<file path="src/rtl/wisc_pkg.sv">
// Shared run-controller definitions for WISC-S15 core arrays: the run-state
// encoding and the default reset-stretch / watchdog timing used by benches and wrappers.
package wisc_pkg;

    typedef enum logic [2:0] {
        HOLD  = 3'd0,
        RUN   = 3'd1,
        DRAIN = 3'd2,
        DONE  = 3'd3,
        TOUT  = 3'd4
    } run_state_t;

    localparam int RST_CYCLES_DEF = 1;
    localparam int MAX_CYCLES_DEF = 100;

endpackage

</file>
<file path="src/rtl/wisc_sat_counter.sv">
// Up-counter that sticks at all-ones instead of wrapping; clear beats enable.
module wisc_sat_counter #(
    parameter int WIDTH = 8
) (
    input  logic             clk,
    input  logic             rst,
    input  logic             i_clr,
    input  logic             i_en,
    output logic [WIDTH-1:0] o_count
);

    logic [WIDTH-1:0] r_count;
    logic [WIDTH-1:0] w_next;

    always_comb begin
        w_next = r_count;
        if (i_clr) begin
            w_next = '0;
        end else if (i_en && (r_count != {WIDTH{1'b1}})) begin
            w_next = r_count + 1'b1;
        end
    end

    always_ff @(posedge clk) begin
        if (!rst) begin
            r_count <= '0;
        end else begin
            r_count <= w_next;
        end
    end

    assign o_count = r_count;

endmodule

</file>
<file path="src/rtl/wisc_run_controller.sv">
// Run controller: stretches reset into a per-core reset, counts RUN cycles,
// detects halt (any/all cores), optionally drains, and enforces a cycle watchdog.
module wisc_run_controller
    import wisc_pkg::*;
#(
    parameter int NUM_CORES    = 1,
    parameter int RST_CYCLES   = RST_CYCLES_DEF,
    parameter int MAX_CYCLES   = MAX_CYCLES_DEF,
    parameter int DRAIN_CYCLES = 0,
    parameter int HALT_ALL     = 0,
    parameter int CNT_W        = 32
) (
    input  logic                 clk,
    input  logic                 rst,
    input  logic [NUM_CORES-1:0] core_hlt,
    output logic                 core_rst,
    output logic                 running,
    output logic                 done,
    output logic                 timeout,
    output logic [NUM_CORES-1:0] halt_mask,
    output logic [CNT_W-1:0]     cycle_count
);

    localparam int HOLD_W  = (RST_CYCLES < 1) ? 1 : $clog2(RST_CYCLES + 1);
    localparam int DRAIN_W = (DRAIN_CYCLES < 1) ? 1 : $clog2(DRAIN_CYCLES + 1);

    localparam logic [HOLD_W-1:0]  HOLD_LAST  = HOLD_W'(RST_CYCLES - 1);
    localparam logic [DRAIN_W-1:0] DRAIN_LAST = DRAIN_W'(DRAIN_CYCLES - 1);
    // Watchdog fires when the count is about to become MAX_CYCLES; the width
    // check guarantees that increment never saturates.
    localparam logic [CNT_W-1:0]   WD_LAST    = CNT_W'(MAX_CYCLES - 1);

    generate
        if (RST_CYCLES < 1 || NUM_CORES < 1 || CNT_W < $clog2(MAX_CYCLES + 1)) begin : g_bad_params
            $error("wisc_run_controller: illegal parameters (RST_CYCLES>=1, NUM_CORES>=1, CNT_W wide enough for MAX_CYCLES)");
        end
    endgenerate

    run_state_t           r_state;
    logic                 r_core_rst;
    logic                 r_running;
    logic                 r_done;
    logic                 r_timeout;
    logic [NUM_CORES-1:0] r_halt_mask;

    logic [HOLD_W-1:0]    w_hold_cnt;
    logic [DRAIN_W-1:0]   w_drain_cnt;
    logic [CNT_W-1:0]     w_cycle_cnt;
    logic [NUM_CORES-1:0] w_hm_next;
    logic                 w_halt;
    logic                 w_watchdog;
    logic                 w_hold_last;
    logic                 w_drain_last;

    wisc_sat_counter #(.WIDTH(HOLD_W)) u_hold_cnt (
        .clk     (clk),
        .rst     (rst),
        .i_clr   (1'b0),
        .i_en    (r_state == HOLD),
        .o_count (w_hold_cnt)
    );

    wisc_sat_counter #(.WIDTH(DRAIN_W)) u_drain_cnt (
        .clk     (clk),
        .rst     (rst),
        .i_clr   (r_state == RUN),
        .i_en    (r_state == DRAIN),
        .o_count (w_drain_cnt)
    );

    wisc_sat_counter #(.WIDTH(CNT_W)) u_cycle_cnt (
        .clk     (clk),
        .rst     (rst),
        .i_clr   (1'b0),
        .i_en    (r_state == RUN),
        .o_count (w_cycle_cnt)
    );

    assign w_hm_next    = r_halt_mask | core_hlt;
    assign w_halt       = (HALT_ALL != 0) ? (&w_hm_next) : (|w_hm_next);
    assign w_watchdog   = (MAX_CYCLES != 0) && (w_cycle_cnt == WD_LAST);
    assign w_hold_last  = (w_hold_cnt == HOLD_LAST);
    assign w_drain_last = (w_drain_cnt == DRAIN_LAST);

    always_ff @(posedge clk) begin
        if (!rst) begin
            r_state     <= HOLD;
            r_core_rst  <= 1'b1;
            r_running   <= 1'b0;
            r_done      <= 1'b0;
            r_timeout   <= 1'b0;
            r_halt_mask <= '0;
        end else begin
            case (r_state)
                HOLD: begin
                    if (w_hold_last) begin
                        r_state    <= RUN;
                        r_core_rst <= 1'b0;
                        r_running  <= 1'b1;
                    end
                end
                RUN: begin
                    r_halt_mask <= w_hm_next;
                    // Halt is checked first so it wins a same-edge collision with the watchdog.
                    if (w_halt) begin
                        if (DRAIN_CYCLES > 0) begin
                            r_state <= DRAIN;
                        end else begin
                            r_state   <= DONE;
                            r_done    <= 1'b1;
                            r_running <= 1'b0;
                        end
                    end else if (w_watchdog) begin
                        r_state   <= TOUT;
                        r_timeout <= 1'b1;
                        r_running <= 1'b0;
                    end
                end
                DRAIN: begin
                    r_halt_mask <= w_hm_next;
                    if (w_drain_last) begin
                        r_state   <= DONE;
                        r_done    <= 1'b1;
                        r_running <= 1'b0;
                    end
                end
                default: begin
                    r_state <= r_state;
                end
            endcase
        end
    end

    assign core_rst    = r_core_rst;
    assign running     = r_running;
    assign done        = r_done;
    assign timeout     = r_timeout;
    assign halt_mask   = r_halt_mask;
    assign cycle_count = w_cycle_cnt;

endmodule

</file>
<file path="config.mk">
export PLATFORM = sky130hd
export DESIGN_NAME = wisc_run_controller
export DESIGN_NICKNAME = d
export VERILOG_FILES = /design/src/rtl/wisc_pkg.sv /design/src/rtl/wisc_sat_counter.sv /design/src/rtl/wisc_run_controller.sv
export SDC_FILE = /design/constraint.sdc
export NUM_CORES = 1
export LEC_CHECK = 0
export CORE_MARGIN = 2
export CORE_UTILIZATION = 58
export CTS_BUF_LIST = sky130_fd_sc_hd__clkbuf_4
export CTS_CLUSTER_DIAMETER = 40
export DETAILED_ROUTE_END_ITERATION = 7
export PLACE_DENSITY = 0.88
export SLEW_MARGIN = 40
export SYNTH_ARGS = -nofsm -noshare
export SYNTH_HDL_FRONTEND = slang
export SYNTH_SLANG_ARGS = --single-unit
</file>
<file path="constraint.sdc">
create_clock -name clk -period 4.8 [get_ports clk]
set_input_delay 0.96 -clock clk [delete_from_list [all_inputs] [get_ports clk]]
set_output_delay 0.96 -clock clk [all_outputs]
set_load 0.05 [all_outputs]
</file>
==> impl_results.rst, run 1 <==
.. list-table::
   :header-rows: 1

   * - Metric
     - Value
   * - Layout net count
     - slightly above 300
   * - Post_cts resized
     - 0
   * - Setup Skew
     - slightly above 9 ps
   * - Data arrival time of the critical path
     - around 3300 ps
   * - Number of sinks handled by clock tree synthesis
     - 42
   * - Worst VDD drop
     - 0.225 mV
   * - DRC violations left
     - 0
   * - Max-slew violations
     - 0
   * - Total design power
     - around 640 uW
   * - Hold bufs inserted after CTS
     - 0
   * - Top-level port count
     - 40
   * - Layout cells sized above 1
     - between 5 and 6%
   * - Worst skew pair latency
     - between 300 and 400 ps
   * - Die W
     - between 60 and 70 um
   * - Wire length of the first global-routing pass
     - approximately 8300 um
   * - Measured slew at the worst slew-check pin
     - between 700 and 800 ps
   * - Area of the mapped netlist
     - roughly 2100 um2
   * - Final hold vios
     - 0
   * - ANT cells
     - 0
   * - Number of levels the H-tree was split into
     - 2
   * - Drt first pass iters
     - 4
   * - Area added between synthesis and finish
     - 22.1%
   * - Critical path type
     - in -> reg
   * - Post-DP HPWL
     - 3460 um
   * - Synth unique cells
     - 39
   * - Setup repair after global routing missed its margin
     - false
   * - Library cell used as clock root buffer
     - sky130_fd_sc_hd__clkbuf_4
   * - CTS tree
     - done
   * - Post-route antenna net violation count
     - 0
   * - Number of placement rows
     - 21
   * - Core area
     - 3420 um2
   * - Number of buffers inserted to repair setup after CTS
     - 0
   * - Last weighted congestion value of the routability-driven placer
     - approximately 0.93
   * - Leakage Power
     - roughly 0.00082 uW
   * - Final routed wire length divided by cell count
     - between 10 and 15 um
   * - Period minus WS final
     - around 3000 ps
   * - Iteration-0 DRC count of the detailed router
     - approximately 260
   * - Number of antenna violations at the first check in global routing
     - 0
   * - Placed cell area
     - 2540 um2
   * - Path class of the lowest-slack min-delay path
     - reg -> reg
   * - Number of global-route vias before repair
     - between 1500 and 2000
   * - Nature of the critical path endpoint
     - flop
   * - Critical-path maximum fanout
     - 23
   * - Run status
     - completed
   * - Final std cell area, no fill
     - ~2600 um2
   * - Worst Path Required
     - 5100 ps
   * - Clk pin slew, worst setup/hold paths
     - roughly 110 ps
   * - Number of synthesis warnings
     - 0
   * - Chip height
     - ~65 um
   * - Flip-flop and latch count after synthesis
     - 42
   * - Global Route Usage Sum
     - roughly 25%
   * - Number of enable flip-flop cells after synthesis
     - 0
   * - Fraction of the cycle the final worst path needs
     - 61.5%
   * - Die area
     - roughly 4200 um2
   * - Post-synthesis cell count
     - around 260
   * - Launching element type of the critical path
     - input port
   * - End-of-flow core utilization
     - around 76%
   * - Via density
     - a little over 6
   * - Async S/R FF share, synth
     - 0%
   * - Total Neg Setup Slack
     - 0 ps
   * - Max-Cap Viols
     - 0
   * - Number of nets in the synthesized netlist
     - around 270
   * - Syn Area/Cell
     - around 8.1 um2
   * - Overflow left after global routing
     - 0
   * - Buffers on Ports
     - 39
   * - Maximum clock path buffer count
     - 2
   * - Sum of routed wire length over all layers
     - roughly 5000 um
   * - Power density normalized to cell area
     - 246 nW/um2
   * - Number of fillers in the final layout
     - 263
   * - Initial cell density of the core
     - 62.2%
   * - Part of the Yosys area used for sequential elements
     - between 30 and 40%
   * - Pin count of the biggest net entering global routing
     - 31
   * - Most frequently used flop master after synthesis
     - sky130_fd_sc_hd__dfxtp_1
   * - Clock buffers created by TritonCTS
     - 5
   * - Via count
     - 2143
   * - Final number of setup-violating endpoints
     - 0
   * - Achievable frequency
     - 339 MHz
   * - Max transition margin
     - around half
==> state kept, by name (all words and copies together), names as in the netlist <==
name	count
core_rst	1
done	1
halt_mask	1
r_state	3
running	1
timeout	1
u_cycle_cnt.o_count	32
u_drain_cnt.o_count	1
u_hold_cnt.o_count	1
==> where the power goes <==
group          internal [uW]  switching, uW
clock network           52.3            111
logic                   35.4           67.1
registers                360           12.1
==> layout make-up <==
cell class / instances / area [um2] / share of cell area [%]
inverter: 7 / 26.3 / 1.01
timing repair buffer: 41 / 405 / 15.6
clock buffer: 5 / 37.5 / 1.45
multi-input combinational: 204 / 1220 / 46.9
clock inverter: 3 / 11.3 / 0.434
sequential: 42 / 841 / 32.4
tap: 46 / 57.6 / 2.22
==> path summary, 6_finish.rpt <==
check	cells after the start	slack, ps	to	startpoint
worst max register to register	5	2270	u_cycle_cnt.o_count[13]	u_cycle_cnt.o_count[2]
worst min-delay path	2	480	running	running
worst min register to register	2	480	running	running
worst max-delay path	4	1850	u_cycle_cnt.o_count[5]	rst
==> critical path: stages <==
cell,delay (ps)
sky130_fd_sc_hd__clkdlybuf4s50_1,970
sky130_fd_sc_hd__inv_1,490
sky130_fd_sc_hd__or4b_2,740
sky130_fd_sc_hd__nand2_1,80
==> routing by layer <==
layer  vias up  GRT usage [%]  wire [um]
met1       973           36.7       2370
li1       1084              -          -
met4         0           10.1         98
met5         -              0          0
met3        11           4.17        294
met2        75           36.7       2250
==> Yosys cell counts (2+ instances only) <==
cell type / n / area share, %
sky130_fd_sc_hd__or4_1: 13 / 4.6
sky130_fd_sc_hd__dfxtp_1: 42 / 40
sky130_fd_sc_hd__o311ai_0: 2 / 0.82
sky130_fd_sc_hd__nor4_1: 14 / 4.1
sky130_fd_sc_hd__nor3b_1: 2 / 0.71
sky130_fd_sc_hd__buf_2: 2 / 0.47
sky130_fd_sc_hd__clkbuf_1: 7 / 1.2
sky130_fd_sc_hd__nand2b_1: 6 / 1.8
sky130_fd_sc_hd__nand4_1: 11 / 3.2
sky130_fd_sc_hd__or3_1: 9 / 2.6
sky130_fd_sc_hd__nor2b_1: 3 / 0.88
sky130_fd_sc_hd__a31oi_1: 2 / 0.59
sky130_fd_sc_hd__o21ai_0: 12 / 2.8
sky130_fd_sc_hd__nor3_1: 6 / 1.4
sky130_fd_sc_hd__a21oi_1: 23 / 5.4
sky130_fd_sc_hd__nor2_1: 17 / 3.0
sky130_fd_sc_hd__nand3_1: 9 / 2.1
sky130_fd_sc_hd__inv_1: 7 / 1.2
sky130_fd_sc_hd__nand2_1: 31 / 5.5
sky130_fd_sc_hd__or2_2: 4 / 1.2
sky130_fd_sc_hd__o31ai_1: 13 / 4.6
sky130_fd_sc_hd__and3_1: 3 / 0.88
sky130_fd_sc_hd__mux2i_1: 5 / 2.4
sky130_fd_sc_hd__buf_4: 2 / 0.71
sky130_fd_sc_hd__o211ai_1: 2 / 0.71
sky130_fd_sc_hd__xor2_1: 2 / 0.82
sky130_fd_sc_hd__xnor2_1: 3 / 1.2
==> per-stage QoR <==
step,hold slack (ps),instances,worst slack (ps)
2_1_floorplan,464,264,2120
3_3_place_gp,455,340,1580
3_5_place_dp,455,340,1520
4_1_cts,482,348,1890
5_1_grt,501,348,1790
6_report,482,348,1850
==> kinds of logic after synthesis <==
group	share of synthesized area (%)
DFF	39.6
adders and majority gates	0.588
and+or+nand+nor	34.4
muxes	2.35
xor gates and xnor gates	2.06
AOI/OAI and AO/OA	17.4
buffers and inverters	3.65
==> cell usage in the layout, fill, tap and decap left out, types with 2 or more instances in the layout <==
cell type	n
sky130_fd_sc_hd__a21oi_1	23
sky130_fd_sc_hd__clkdlybuf4s50_1	39
sky130_fd_sc_hd__nand3_1	9
sky130_fd_sc_hd__xnor2_1	3
sky130_fd_sc_hd__inv_1	7
sky130_fd_sc_hd__dfxtp_1	42
sky130_fd_sc_hd__mux2i_1	5
sky130_fd_sc_hd__nand2b_1	6
sky130_fd_sc_hd__clkinv_1	3
sky130_fd_sc_hd__clkbuf_4	5
sky130_fd_sc_hd__xor2_1	2
sky130_fd_sc_hd__buf_4	2
sky130_fd_sc_hd__nor3b_1	2
sky130_fd_sc_hd__nor3_1	5
sky130_fd_sc_hd__o311ai_0	2
sky130_fd_sc_hd__nand2_1	31
sky130_fd_sc_hd__nor4_1	14
sky130_fd_sc_hd__and3_1	3
sky130_fd_sc_hd__nand4_1	11
sky130_fd_sc_hd__o31ai_1	12
sky130_fd_sc_hd__o21ai_0	12
sky130_fd_sc_hd__or2_2	4
sky130_fd_sc_hd__nor2b_1	3
sky130_fd_sc_hd__o211ai_1	2
sky130_fd_sc_hd__or4_1	13
sky130_fd_sc_hd__nor2_1	17
sky130_fd_sc_hd__or3_1	9
sky130_fd_sc_hd__a31oi_1	2
(Power assumes the default switching activity.)
==> run 2: changes to the inputs <==
- CORE_UTILIZATION: 58 -> 48
- PLACE_DENSITY: 0.88 -> 0.77
- clock period: 4.8 -> 2.6 ns (I/O delays scaled with it)
==> run 2 against run 1 <==
  * Critical path depth rose by 1
  * Clock skew down 5.0 ps
  * Die area rose by 19%
  * Setup slack worse by 1600 ps
==> impl_results.rst, run 2 (synthesized netlist as in run 1, its figures left out) <==
.. list-table::
   :header-rows: 1

   * - Metric
     - Value
   * - Clk pin slew, worst setup/hold paths
     - 130 ps
   * - R2R Path Start
     - u_cycle_cnt.o_count[3]
   * - Critical-path maximum fanout
     - 8
   * - Leakage Power
     - approximately 0.00088 uW
   * - Nature of the critical path endpoint
     - flop
   * - Critical path type
     - reg -> reg
   * - Critical path cell sequence
     - nand3_1, or4_1, or3_1, or4_1, a21oi_1
   * - Number of placement rows
     - 24
   * - CP startpoint
     - u_cycle_cnt.o_count[3]
   * - Maximum clock path buffer count
     - 2
   * - Placed cell count
     - ~350
   * - Cell type of the slowest stage on the worst timing path
     - sky130_fd_sc_hd__or4_1
   * - Fraction of the cycle the final worst path needs
     - 92.3%
   * - Measured slew at the worst slew-check pin
     - between 600 and 700 ps
   * - Final hold vios
     - 0
   * - Worst Path Required
     - a little under 3000 ps
   * - Sum of routed wire length over all layers
     - roughly 5200 um
   * - Number of global-route vias before repair
     - around 2000
   * - Post-DP HPWL
     - around 3700 um
   * - Area added between synthesis and finish
     - 27.1%
   * - Library cell used as clock root buffer
     - sky130_fd_sc_hd__clkbuf_4
   * - Via count
     - ~2100
   * - Total Neg Setup Slack
     - 0 ps
   * - Power density normalized to cell area
     - 483 nW/um2
   * - Timing endpoint of the critical path
     - u_cycle_cnt.o_count[13]
   * - Die W
     - just over 70 um
   * - Endpoint of the lowest-slack register-to-register path
     - u_cycle_cnt.o_count[13]
   * - Last weighted congestion value of the routability-driven placer
     - about 0.83
   * - Maximum cell stage delay along the critical path
     - around 600 ps
   * - Period minus WS final
     - 2400 ps
   * - Dominant delay contributor by cell family on the critical path
     - simple AND/OR/NAND/NOR gates
   * - Setup repair after global routing missed its margin
     - false
   * - Number of levels the H-tree was split into
     - 2
   * - Wire length of the first global-routing pass
     - between 8000 and 9000 um
   * - CTS tree
     - done
   * - Buffers plus inverters on the worst setup path
     - 0
   * - ANT cells
     - 0
   * - Clock buffers created by TritonCTS
     - 5
   * - Pin count of the biggest net entering global routing
     - 31
   * - DRC violations left
     - 0
   * - Hold bufs inserted after CTS
     - 0
   * - Global Route Usage Sum
     - between 20 and 25%
   * - Run status
     - completed
   * - Levels on crit path
     - 5
   * - Iteration-0 DRC count of the detailed router
     - between 150 and 200
   * - Core area
     - roughly 4300 um2
   * - Max-Cap Viols
     - 0
   * - Path class of the lowest-slack min-delay path
     - reg -> reg
   * - Number of cell instances on the worst register-to-register path
     - 5
   * - Initial cell density of the core
     - 49.2%
   * - Die area
     - between 4000 and 5000 um2
   * - Launching element type of the critical path
     - flop
   * - Top-level port count
     - 40
   * - Worst slack at placement
     - ~250 ps
   * - Drt first pass iters
     - 4
   * - Max transition margin
     - about three fifths
   * - Commonest non-fill, non-tap cells in the layout
     - sky130_fd_sc_hd__clkdlybuf4s50_1, sky130_fd_sc_hd__dfxtp_1, sky130_fd_sc_hd__nand2_1
   * - Area taken by multi-input logic gates
     - roughly 1200 um2
   * - Final number of setup-violating endpoints
     - 0
   * - Achievable frequency
     - roughly 420 MHz
   * - Max-slew violations
     - 0
   * - Number of antenna violations at the first check in global routing
     - 0
   * - Setup Skew
     - slightly above 4 ps
   * - R2R Setup Slk
     - between 200 and 250 ps
   * - Most frequent cell on the critical path
     - sky130_fd_sc_hd__or4_1
   * - Data arrival time of the critical path
     - 2690 ps
   * - Area of all sequential standard cells
     - 850 um2
   * - Layout net count
     - roughly 310
   * - Chip height
     - a little over 70 um
   * - Layout cells sized above 1
     - between 10% and 20%
   * - Post-route antenna net violation count
     - 0
   * - Worst skew pair latency
     - 350 ps
   * - Worst VDD drop
     - ~0.35 mV
   * - Number of buffers inserted to repair setup after CTS
     - 0
   * - Min setup slack post-route
     - 201 ps
   * - Post_cts resized
     - 0
   * - Number of sinks handled by clock tree synthesis
     - 42
   * - Buffers on Ports
     - 39
   * - Most common library cell in the layout ignoring fill and taps
     - sky130_fd_sc_hd__clkdlybuf4s50_1
   * - Flip-flop count of the largest register, all copies and words added
     - 32
   * - Non-filler instance count after layout
     - 361
   * - Overflow left after global routing
     - 0
   * - Final routed wire length divided by cell count
     - 14.5 um
   * - Number of fillers in the final layout
     - between 300 and 400
   * - Via density
     - around 5.9
run 2: routing by layer:
layer	global-route usage (%)	up-vias	wire [um]
met3	4.13	7	251
met2	36.4	56	2450
met5	0	-	0
met1	29.0	981	2470
li1	-	1087	-
met4	5.66	0	61
run 2: worst register-to-register path: stages, from the launching register on:
cell	delay [ps]
sky130_fd_sc_hd__dfxtp_1	480
sky130_fd_sc_hd__nand3_1	220
sky130_fd_sc_hd__or4_1	600
sky130_fd_sc_hd__or3_1	420
sky130_fd_sc_hd__or4_1	480
sky130_fd_sc_hd__a21oi_1	140
run 2: area by class of cell:
class | instances | area share, %
Timing Repair Buffer | 48 | 17.4
Multi-Input combinational cell | 204 | 44.9
Inverter | 7 | 0.973
Sequential cell | 42 | 31.4
Clock inverter | 3 | 1.48
Clock buffer | 5 | 1.39
Tap cell | 52 | 2.41
run 2: report_power, final:
part           switching (uW)  internal (uW)  leakage [uW]
Sequential               21.8            666      0.000344
Combinational             128           73.4      0.000495
Clock                     216            199     0.0000450
run 2: stage by stage:
stage	utilization, %	total power, uW	cell area [um2]	hold WS [ps]
6_report	62.5	1300	2700	478
4_1_cts	62.5	1320	2700	487
3_5_place_dp	60.7	903	2620	456
5_1_grt	62.5	1360	2700	528
2_1_floorplan	-	840	2130	464
3_3_place_gp	60.7	899	2620	459
run 2: how the worst min path moves through the flow:
stage	start	endpoint	slack, ps	depth (start not counted)
after floorplan	u_drain_cnt.o_count	u_drain_cnt.o_count	460	2
after global placement	done	done	460	2
after detailed placement	running	running	460	2
after CTS	running	running	490	2
after global routing	running	running	530	2
final	running	running	480	2
